$ cat config.mk
export PLATFORM = sky130hd
export DESIGN_NAME = mult_leak_stimulus
export DESIGN_NICKNAME = d
export VERILOG_FILES = /design/src/rtl/mult_leak_pkg.sv /design/src/rtl/leak_lfsr.sv /design/src/rtl/mult_leak_stimulus.sv
export SDC_FILE = /design/constraint.sdc
export NUM_CORES = 1
export LEC_CHECK = 0
export ABC_AREA = 1
export CELL_PAD_IN_SITES_DETAIL_PLACEMENT = 1
export CELL_PAD_IN_SITES_GLOBAL_PLACEMENT = 1
export CORE_MARGIN = 2
export CORE_UTILIZATION = 42
export CTS_CLUSTER_DIAMETER = 40
export CTS_CLUSTER_SIZE = 24
export DETAILED_ROUTE_END_ITERATION = 6
export PLACE_DENSITY_LB_ADDON = 0.3
export REMOVE_ABC_BUFFERS = 1
export SLEW_MARGIN = 5
export SYNTH_ARGS = -nofsm -noshare
export SYNTH_HDL_FRONTEND = slang
export SYNTH_SLANG_ARGS = --single-unit
$ cat constraint.sdc
create_clock -name i_clk -period 7.3 [get_ports i_clk]
set_input_delay 1.095 -clock i_clk [delete_from_list [all_inputs] [get_ports i_clk]]
set_output_delay 1.095 -clock i_clk [all_outputs]
set_load 0.01 [all_outputs]
$ cat src/rtl/mult_leak_pkg.sv
// Shared definitions for the multiplier timing-leak campaign driver.
//   state_e      : campaign FSM encodings
//   TAPS_DEFAULT : default Galois LFSR feedback mask
package mult_leak_pkg;

    typedef enum logic [2:0] {
        StIdle   = 3'd0,
        StLoad   = 3'd1,
        StStart  = 3'd2,
        StWait   = 3'd3,
        StRecord = 3'd4,
        StDone   = 3'd5
    } state_e;

    localparam logic [31:0] TAPS_DEFAULT = 32'h8020_0003;

endpackage

$ cat src/rtl/leak_lfsr.sv
// Galois LFSR operand source for the leak campaign.
//   i_clk, i_rst_n : clock, asynchronous active-low reset (state resets to 1)
//   i_load, i_seed : load seed (zero seed is replaced by 1 so the LFSR never locks up)
//   i_step         : advance one Galois step
//   o_value        : the value the next step produces, so the caller can capture it
//                    in the same cycle the step is taken
module leak_lfsr
    import mult_leak_pkg::*;
#(
    parameter int unsigned WIDTH = 32,
    parameter logic [31:0] TAPS  = TAPS_DEFAULT
) (
    input  logic             i_clk,
    input  logic             i_rst_n,
    input  logic             i_load,
    input  logic [WIDTH-1:0] i_seed,
    input  logic             i_step,
    output logic [WIDTH-1:0] o_value
);

    localparam logic [WIDTH-1:0] TapsW = WIDTH'(TAPS);
    localparam logic [WIDTH-1:0] One   = WIDTH'(1);

    logic [WIDTH-1:0] r_state;
    logic [WIDTH-1:0] w_next;

    always_comb begin
        w_next = (r_state >> 1) ^ (r_state[0] ? TapsW : '0);
    end

    always_ff @(posedge i_clk or negedge i_rst_n) begin
        if (!i_rst_n) begin
            r_state <= One;
        end else if (i_load) begin
            r_state <= (i_seed == '0) ? One : i_seed;
        end else if (i_step) begin
            r_state <= w_next;
        end
    end

    assign o_value = w_next;

endmodule

$ cat src/rtl/mult_leak_stimulus.sv
// Campaign driver for constant-time multiplier timing-leak checking.
// Feeds LFSR operands and a shared start pulse to two multiplier copies, measures each
// copy's completion latency and accumulates leak statistics over TRIALS trials.
//   i_clk, i_rst_n          : clock, asynchronous active-low reset
//   i_run, i_seed           : campaign start level, LFSR seed
//   o_multiplier*/o_multiplicand* : operands for copy One and copy Two
//   o_multStart             : one-cycle start pulse to both copies
//   i_productDoneOne/Two    : done levels from the copies
//   o_busy, o_campaignDone  : status
//   o_leakCount, o_trialCount, o_firstLeakTrial, o_maxSkew, o_timeoutSeen : statistics
module mult_leak_stimulus
    import mult_leak_pkg::*;
#(
    parameter int unsigned  WIDTH   = 32,
    parameter int unsigned  TRIALS  = 256,
    parameter int unsigned  TIMEOUT = 128,
    parameter logic [31:0]  TAPS    = TAPS_DEFAULT,
    localparam int unsigned CNT_W   = $clog2(TIMEOUT + 1)
) (
    input  logic             i_clk,
    input  logic             i_rst_n,
    input  logic             i_run,
    input  logic [WIDTH-1:0] i_seed,
    output logic [WIDTH-1:0] o_multiplierOne,
    output logic [WIDTH-1:0] o_multiplicandOne,
    output logic [WIDTH-1:0] o_multiplierTwo,
    output logic [WIDTH-1:0] o_multiplicandTwo,
    output logic             o_multStart,
    input  logic             i_productDoneOne,
    input  logic             i_productDoneTwo,
    output logic             o_busy,
    output logic             o_campaignDone,
    output logic [15:0]      o_leakCount,
    output logic [15:0]      o_trialCount,
    output logic [15:0]      o_firstLeakTrial,
    output logic [CNT_W-1:0] o_maxSkew,
    output logic             o_timeoutSeen
);

    localparam logic [CNT_W-1:0] TimeoutC = CNT_W'(TIMEOUT);
    localparam logic [15:0]      TrialsC  = 16'(TRIALS);

    state_e r_state, w_state_d;

    logic [1:0]       r_load_cnt, w_load_cnt_d;
    logic [CNT_W-1:0] r_wait_cnt, w_wait_cnt_d;
    logic [CNT_W-1:0] r_lat_one, w_lat_one_d;
    logic [CNT_W-1:0] r_lat_two, w_lat_two_d;
    logic             r_done_one, w_done_one_d;
    logic             r_done_two, w_done_two_d;
    logic             r_mult_start, w_mult_start_d;

    logic [WIDTH-1:0] r_mplier_one, w_mplier_one_d;
    logic [WIDTH-1:0] r_mcand_one, w_mcand_one_d;
    logic [WIDTH-1:0] r_mplier_two, w_mplier_two_d;
    logic [WIDTH-1:0] r_mcand_two, w_mcand_two_d;

    logic [15:0]      r_leak_count, w_leak_count_d;
    logic [15:0]      r_trial_count, w_trial_count_d;
    logic [15:0]      r_first_leak, w_first_leak_d;
    logic [CNT_W-1:0] r_max_skew, w_max_skew_d;
    logic             r_timeout_seen, w_timeout_seen_d;

    logic             w_lfsr_load;
    logic             w_lfsr_step;
    logic [WIDTH-1:0] w_lfsr_value;

    logic [CNT_W-1:0] w_wait_inc;
    logic [CNT_W-1:0] w_skew;
    logic [15:0]      w_trial_inc;
    logic             w_timeout;
    logic             w_leak;

    leak_lfsr #(
        .WIDTH (WIDTH),
        .TAPS  (TAPS)
    ) u_lfsr (
        .i_clk   (i_clk),
        .i_rst_n (i_rst_n),
        .i_load  (w_lfsr_load),
        .i_seed  (i_seed),
        .i_step  (w_lfsr_step),
        .o_value (w_lfsr_value)
    );

    always_comb begin
        w_wait_inc  = r_wait_cnt + 1'b1;
        w_trial_inc = r_trial_count + 16'd1;
        w_skew      = (r_lat_one >= r_lat_two) ? (r_lat_one - r_lat_two)
                                               : (r_lat_two - r_lat_one);
        // A trial is a timeout unless both copies finished by the last WAIT update.
        w_timeout   = !(r_done_one && r_done_two);
        w_leak      = (w_skew != '0) || w_timeout;
    end

    always_comb begin
        w_state_d        = r_state;
        w_load_cnt_d     = r_load_cnt;
        w_wait_cnt_d     = r_wait_cnt;
        w_lat_one_d      = r_lat_one;
        w_lat_two_d      = r_lat_two;
        w_done_one_d     = r_done_one;
        w_done_two_d     = r_done_two;
        w_mplier_one_d   = r_mplier_one;
        w_mcand_one_d    = r_mcand_one;
        w_mplier_two_d   = r_mplier_two;
        w_mcand_two_d    = r_mcand_two;
        w_leak_count_d   = r_leak_count;
        w_trial_count_d  = r_trial_count;
        w_first_leak_d   = r_first_leak;
        w_max_skew_d     = r_max_skew;
        w_timeout_seen_d = r_timeout_seen;
        w_lfsr_load      = 1'b0;
        w_lfsr_step      = 1'b0;

        unique case (r_state)
            StIdle: begin
                if (i_run) begin
                    w_lfsr_load      = 1'b1;
                    w_leak_count_d   = '0;
                    w_trial_count_d  = '0;
                    w_first_leak_d   = '0;
                    w_max_skew_d     = '0;
                    w_timeout_seen_d = 1'b0;
                    w_state_d        = StLoad;
                end
            end
            StLoad: begin
                w_lfsr_step  = 1'b1;
                w_load_cnt_d = r_load_cnt + 2'd1;
                unique case (r_load_cnt)
                    2'd0: w_mplier_one_d = w_lfsr_value;
                    2'd1: w_mcand_one_d  = w_lfsr_value;
                    2'd2: w_mplier_two_d = w_lfsr_value;
                    2'd3: w_mcand_two_d  = w_lfsr_value;
                    default: ;
                endcase
                if (r_load_cnt == 2'd3) begin
                    w_state_d = StStart;
                end
            end
            StStart: begin
                w_wait_cnt_d = '0;
                w_lat_one_d  = '0;
                w_lat_two_d  = '0;
                w_done_one_d = 1'b0;
                w_done_two_d = 1'b0;
                w_state_d    = StWait;
            end
            StWait: begin
                w_wait_cnt_d = w_wait_inc;
                if (!r_done_one && i_productDoneOne) begin
                    w_done_one_d = 1'b1;
                    w_lat_one_d  = w_wait_inc;
                end
                if (!r_done_two && i_productDoneTwo) begin
                    w_done_two_d = 1'b1;
                    w_lat_two_d  = w_wait_inc;
                end
                // Both-done wins over timeout when they coincide.
                if (w_done_one_d && w_done_two_d) begin
                    w_state_d = StRecord;
                end else if (w_wait_inc == TimeoutC) begin
                    if (!w_done_one_d) w_lat_one_d = TimeoutC;
                    if (!w_done_two_d) w_lat_two_d = TimeoutC;
                    w_state_d = StRecord;
                end
            end
            StRecord: begin
                w_trial_count_d = w_trial_inc;
                if (w_skew > r_max_skew) begin
                    w_max_skew_d = w_skew;
                end
                if (w_leak) begin
                    if (r_leak_count != 16'hFFFF) begin
                        w_leak_count_d = r_leak_count + 16'd1;
                    end
                    if (r_first_leak == '0) begin
                        w_first_leak_d = w_trial_inc;
                    end
                end
                if (w_timeout) begin
                    w_timeout_seen_d = 1'b1;
                end
                w_state_d = (w_trial_inc == TrialsC) ? StDone : StLoad;
            end
            StDone: begin
                if (!i_run) begin
                    w_state_d = StIdle;
                end
            end
            default: w_state_d = StIdle;
        endcase

        // Registered so the pulse coincides exactly with the START state.
        w_mult_start_d = (w_state_d == StStart);
    end

    always_ff @(posedge i_clk or negedge i_rst_n) begin
        if (!i_rst_n) begin
            r_state        <= StIdle;
            r_load_cnt     <= '0;
            r_wait_cnt     <= '0;
            r_lat_one      <= '0;
            r_lat_two      <= '0;
            r_done_one     <= 1'b0;
            r_done_two     <= 1'b0;
            r_mult_start   <= 1'b0;
            r_mplier_one   <= '0;
            r_mcand_one    <= '0;
            r_mplier_two   <= '0;
            r_mcand_two    <= '0;
            r_leak_count   <= '0;
            r_trial_count  <= '0;
            r_first_leak   <= '0;
            r_max_skew     <= '0;
            r_timeout_seen <= 1'b0;
        end else begin
            r_state        <= w_state_d;
            r_load_cnt     <= w_load_cnt_d;
            r_wait_cnt     <= w_wait_cnt_d;
            r_lat_one      <= w_lat_one_d;
            r_lat_two      <= w_lat_two_d;
            r_done_one     <= w_done_one_d;
            r_done_two     <= w_done_two_d;
            r_mult_start   <= w_mult_start_d;
            r_mplier_one   <= w_mplier_one_d;
            r_mcand_one    <= w_mcand_one_d;
            r_mplier_two   <= w_mplier_two_d;
            r_mcand_two    <= w_mcand_two_d;
            r_leak_count   <= w_leak_count_d;
            r_trial_count  <= w_trial_count_d;
            r_first_leak   <= w_first_leak_d;
            r_max_skew     <= w_max_skew_d;
            r_timeout_seen <= w_timeout_seen_d;
        end
    end

    assign o_multiplierOne   = r_mplier_one;
    assign o_multiplicandOne = r_mcand_one;
    assign o_multiplierTwo   = r_mplier_two;
    assign o_multiplicandTwo = r_mcand_two;
    assign o_multStart       = r_mult_start;
    assign o_busy            = (r_state != StIdle) && (r_state != StDone);
    assign o_campaignDone    = (r_state == StDone);
    assign o_leakCount       = r_leak_count;
    assign o_trialCount      = r_trial_count;
    assign o_firstLeakTrial  = r_first_leak;
    assign o_maxSkew         = r_max_skew;
    assign o_timeoutSeen     = r_timeout_seen;

endmodule

Word-level counts from Yosys, hierarchy flattened --
Cells that the tools add are included.
Operators by class: add/subtract/negate cells 6, order comparisons 2, equality and inequality tests 19, multiplexer cells 46, bitwise operators 1, reduce and logical (&&, ||, !) cells 27
Operators with widths (number):
- $mux W32 | 4
- $pmux W16 S2 | 3
- $mux W8 | 11
- $mux W16 | 5
- $pmux W8 S2 | 4
- $add A16 B1 Y16 const B | 2
- $logic_not A32 Y1 | 1
- $xor A31 B32 Y32 | 1
- $mux W3 | 6
- $pmux W3 S6 | 1
- $eq A16 B9 Y1 const B | 1
- $logic_not A16 Y1 | 1
- $ne A16 B16 Y1 const B | 1
- $sub A8 B8 Y8 | 2
- $ne A2 B2 Y1 const B | 6
- $reduce_and A2 Y1 | 5
- $eq A3 B2 Y1 const B | 3
- $mux W1 | 9
- $add A8 B1 Y8 const B | 1
- $eq A8 B8 Y1 const B | 1
- $ge A8 B8 Y1 | 1
- $gt A8 B8 Y1 | 1
- $reduce_and A4 Y1 | 2
- $reduce_bool A8 Y1 | 1
- 15 further kinds | 28
Storage, ports and cells: flip-flop bits (word level) 249, input bits 37, word-level logic and storage cells 119

Longest topological paths before layout --
depth in word-level cells 8, gate-level depth with buffers 22, depth with buffers taken out 21

Hierarchy --
From an unflattened synthesis, not the netlist that was laid out.
Second synthesis, totals: cells, all modules 1503, area total of the unflattened synthesis 12251.8 um^2
By module, submodules not included:
- mult_leak_stimulus | instances 1, cells an instance 1261, area an instance 10400.0 um^2, seq. area each 5430.2 um^2
- leak_lfsr | instances 1, cells an instance 242, area an instance 1851.8 um^2, seq. area each 802.0 um^2

Worst setup path before layout --
No wires, ideal clock.
path type register to register, from register r_lat_one[0], to register r_max_skew[1], in the netlist o_maxSkew[1], arrival 2889 ps, required time 7216 ps, slack 4327 ps, stages on the path, launching flop included 22, path buffers 0, clock period less this slack 2973 ps, cells stage by stage dfrtp_1 > inv_1 > ha_1 > inv_1 > fa_1 > nand3_1 > nand3_1 > nand2_1 > nand2_2 > nor2_4 > nand3_1 > nand2_1 > inv_1 > ha_1 > nand2_1 > nor2_1 > nand2_1 > o211ai_1 > nand3_1 > nand2_1 > nand3_1 > o21ai_0
On the way: cells in the longest elaborated chain, start to end 5, elaborated cells between the ends (all ways) 9
Ends and longest elaborated chain:
- from (decl) | RTL line mult_leak_stimulus.sv:47 | logic [CNT_W-1:0] r_lat_one, w_lat_one_d;
- from (signal assigned) | RTL line mult_leak_stimulus.sv:222 | r_lat_one <= w_lat_one_d;
- $sub A8 B8 Y8, or another cell as far along | RTL line mult_leak_stimulus.sv:90 | : (r_lat_two - r_lat_one);
- $mux W8 * | RTL line mult_leak_stimulus.sv:89 | w_skew = (r_lat_one >= r_lat_two) ? (r_lat_one - r_lat_two)
- $gt A8 B8 Y1 | RTL line mult_leak_stimulus.sv:171 | if (w_skew > r_max_skew) begin
- $ne A2 B2 Y1 (no line)
- $reduce_and A3 Y1 (no line)
- to (signal assigned) | RTL line mult_leak_stimulus.sv:234 | r_max_skew <= w_max_skew_d;
- to (decl) | RTL line mult_leak_stimulus.sv:61 | logic [CNT_W-1:0] r_max_skew, w_max_skew_d;
Every way passes the cells marked *; elsewhere a longest branch is shown, timed or not. The select of a mux whose other input is x is not followed. A chain may end at the register's enable or synchronous reset.

Final worst setup path --
Ends and elaborated chain as after synthesis.

==> results.md <==
Outcome:
- The flow ran to the end, and the final reports show no timing, DRC or antenna violations.

Synth:
- For this run, the number of Yosys warnings is 0.
- For this run, the register share of the synthesized area comes to between 50% and 60%.
- Counting flops and latches in the post-synthesis netlist gives between 200 and 250.
- The top cell type by area accounts for 51.8% of the synthesized area.
- Synthesis produced a netlist whose cell count is approximately 1500.
- The largest total area in the synthesized netlist belongs to dfrtp_1.
- In this run the mean area of a mapped cell was roughly 8.2 um2.
- The count of different cell masters after synthesis is 39.
- After synthesis, the cell types taking the most area are dfrtp_1 52%, nand2_1 13%, o21ai_0 8.5%.
- The cell area that synthesis handed to floorplanning was about 12000 um2.

Cells and area:
- The net count of the finished layout is between 1500 and 2000.
- Cells with a size suffix above 1 make up ~6.5% of the layout.
- The area growth from synthesis to layout is 32.6%.
- In the layout the commonest cells are 403 x nand2_1, 248 x dfrtp_1, 223 x clkdlybuf4s50_1.
- The library cell used most frequently in the layout, excluding fill and tap cells, is nand2_1.
- Once layout is done, the placed cells without fillers occupy about 16000 um2.
- The number of filler cells placed in the layout is around 3300.

Clock tree:
- The total setup buffers inserted after CTS is 0.
- The cell sitting at the root of the clock tree is a clkbuf_16.
- At the later pin of the worst-skew pair, clock insertion delay measures roughly 540 ps.
- For this design, the CTS-stage hold fixing added 0 buffers.
- The clock drives roughly 250 sinks.
- After clock tree synthesis, the clock-pin slew on the worst setup and hold paths is 60 ps.
- Clock tree synthesis inserted a total of 40 buffers.
- The CTS tree is built.
- The worst-case clock buffer depth is 3.
- The total number of H-tree levels is 2.
- Gates resized during post-CTS repair numbered 0.

Placed design:
- The total cell area at the placement stage is roughly 15000 um2.
- The global placement routability congestion is around 0.84.
- The post-detailed-placement half-perimeter wirelength is 26000 um.
- The number of buffer cells added on primary ports is roughly 220.

Power:
- The switching component of the power is 0.00325 W.
- The maximum ir drop on the vdd rail is ~0.26 mV.
- The part of the total power dissipated in sequential elements is between 20% and 30%.
- For this design the static power due to leakage is between 7 and 8 nW.
- Cell internal power was estimated by the tool at approximately 0.0045 W.
- The power per cell area is just under 500 nW/um2.
- Combinational logic burns between 40% and 50% of the power.
- The clock network burns roughly 25% of the power.
- The share of total power consumed by net switching is 41.9%.

Min path:
- The type of the worst min-delay path is register to register.

Timing:
- The final hold violation count is 0.
- Across the routed clock network, the largest skew measured is around 29 ps.
- The total negative setup slack is 0 ps.
- The max-slew violation count is 0.
- The highest clock frequency the design can meet is 0.283 GHz.
- Setup repair after global routing left no endpoint under its margin.
- In the finished design, the share of the clock period the worst path needs comes to around half.
- The routed design could run at a clock period as short as 3540 ps.
- The worst pin sits at a relative slew slack of 18.4%.
- The final number of setup-violating endpoints is 0.
- For the pin with the worst max-slew slack, the measured transition is around 1200 ps.

Floorplan:
- The die area is about 30000 um2.
- The region available for standard cell placement spans ~28000 um2.
- The chip height is between 150 and 200 um.
- The chip width is between 150 and 200 um.
- The number of top-level pins is ~230.
- The initial utilization of the core area, before any placement, comes to 42.9%.
- The standard-cell row count is 61.

Global routing:
- The number of global-route vias before repair is around 12000.
- Entering global routing, the biggest net connects roughly 140 pins.
- Global routing used between 20% and 30% of the available tracks across all layers.
- The first global-routing pass estimated approximately 63000 um of wire.
- The initial antenna violation count is 2.
- For this run the aggregate overflow at the end of global routing stands at 0.

Setup path:
- The capturing element of the worst setup path is o_maxSkew[1].
- The path length in cells of the critical path is 21.
- In this run the critical register-to-register path is launched from r_lat_one[0].
- The startpoint-to-endpoint class of the critical path is register to register.
- The register-to-register setup slack is 3760 ps.
- The kind of start point of the critical path is a register.
- The worst stage delay on the critical path is 430 ps.
- The destination of the worst register-to-register timing path is o_maxSkew[1].
- The critical path contains buffers and inverters numbering 3 combined.
- On the critical path, the stage with the largest delay is an instance of fa_1.
- The cell family with the largest share of critical-path delay is simple AND/OR/NAND/NOR gates.
- The worst-case reg-to-reg path depth is 21.
- The most critical setup path has its startpoint at r_lat_one[0].
- At the worst endpoint, the required time is 7730 ps.
- Along the worst path, the maximum fanout reaches 9.
- The kind of end point of the critical path is a register.
- The signal on the critical path passes through inv_1 > ha_1 > inv_1 > fa_1 > nand3_1 > nand3_1 > nand2_1 > nand2_2 > nor2_4 > nand3_1 > nand2_1 > inv_1 > ha_1 > nand2_1 > nor2_1 > nand2_1 > o211ai_1 > nand3_1 > nand2_1 > nand3_1 > o21ai_0.
- Data arrives at the worst endpoint at 3970 ps.

Routing:
- The first-pass iteration count of the detailed router is 5.
- The routed layout has around 11000 vias.
- The ratio of routed vias to standard cells is 5.21.
- After detailed routing, the number of remaining DRC violations is 0.
- The final layout contains routed wiring with a total length of between 30000 and 40000 um.
- The residual antenna-violating net count after detailed routing is 0.
- The DRC violation total after the first TritonRoute iteration is 610.
- After detailed routing, the average wire length per cell comes to between 15 and 20 um.

Job:
- The tool flagged a number of max-cap violations equal to 0.
worst min-delay path by stage:
| stage | start | end | slack (ps) | cells after the start |
|---|---|---|---|---|
| 2_1_floorplan | r_wait_cnt[7] | r_wait_cnt[7] | 470 | 2 |
| 3_3_place_gp | o_multiplierOne[1] | o_multiplierOne[1] | 460 | 2 |
| 4_1_cts | o_multiplierTwo[0] | o_multiplierTwo[0] | 490 | 2 |
| 6_report | o_multiplicandTwo[21] | o_multiplicandTwo[21] | 490 | 2 |
| 3_5_place_dp | o_multiplicandTwo[21] | o_multiplicandTwo[21] | 470 | 2 |
| 5_1_grt | o_multiplicandOne[31] | o_multiplicandOne[31] | 500 | 2 |
stage by stage:
stage	utilization [%]	std cells	worst slack, ps	hold WS (ps)	power (W)
CTS	56.9	2080	3770	488	0.00785
global route	56.9	2081	3320	505	0.00838
global placement	52.0	2009	3760	461	0.00567
detailed placement	52.0	2009	3610	470	0.00586
finish	56.9	2081	3760	486	0.00776
floorplan	-	1401	4160	472	0.00428
layout make-up:
type | instances | area [um2] | share of cell area [%]
multi-input combinational | 978 | 4860 | 30.6
inverter | 174 | 653 | 4.11
clock inverter | 21 | 273 | 1.72
antenna | 1 | 2.50 | 0.0157
clock buffer | 50 | 1090 | 6.86
tap | 378 | 473 | 2.98
timing repair buffer | 230 | 2300 | 14.5
sequential | 249 | 6230 | 39.2
kinds of logic after synthesis:
family | after synthesis | share of synthesized area [%]
simple gates | 651 | 22.9
compound gates | 262 | 11.7
flops | 249 | 52.0
buf+inv | 231 | 7.55
fa+ha+maj | 33 | 3.57
xor+xnor | 32 | 2.34
layer usage:
layer	vias to the layer above	track usage [%]	share of wire (%)
li1	5130	-	-
met3	63	7.87	7.2
met4	0	8.58	2.8
met1	5387	30.7	41
met5	-	0	0
met2	264	44.1	49
power by group through the flow:
stage / clock, W / sequential [W] / combinational, W
after floorplan: 0 / 0.00235 / 0.00193
after global placement: 0 / 0.00224 / 0.00343
after detailed placement: 0 / 0.00226 / 0.00360
after CTS: 0.00195 / 0.00226 / 0.00365
after global routing: 0.00200 / 0.00232 / 0.00406
final: 0.00191 / 0.00225 / 0.00360
tightest hold or removal path: cells and delay by family (launching register included):
| kind | cells | cell delay, ps |
|---|---|---|
| and+or+nand+nor | 2 | 110 |
| DFF | 1 | 350 |
cell usage after synthesis (all sizes together):
cell    count
inv       173
dfstp       1
nand3      76
ha         31
o21ai     203
and3        1
clkbuf     47
xnor2       5
nand4      17
buf        10
a21oi      14
nor2      106
nor3       17
nand2     424
nor4        7
a22o        4
o22ai      38
fa          2
o21bai      1
o211ai      1
o221ai      1
nand3b      2
clkinv      1
dfrtp     248
or2         1
xor2       27
flip-flops by register name (all words and copies together) (netlist names):
name,flops
o_multiplicandOne,32
o_multiplierTwo,32
o_multiplierOne,32
o_firstLeakTrial,16
u_lfsr.r_state,32
o_trialCount,16
r_done_two,1
o_maxSkew,8
o_leakCount,16
o_timeoutSeen,1
o_multStart,1
r_lat_two,8
o_multiplicandTwo,32
r_wait_cnt,8
r_load_cnt,2
r_done_one,1
r_state,3
r_lat_one,8
(Power assumes the default switching activity.)
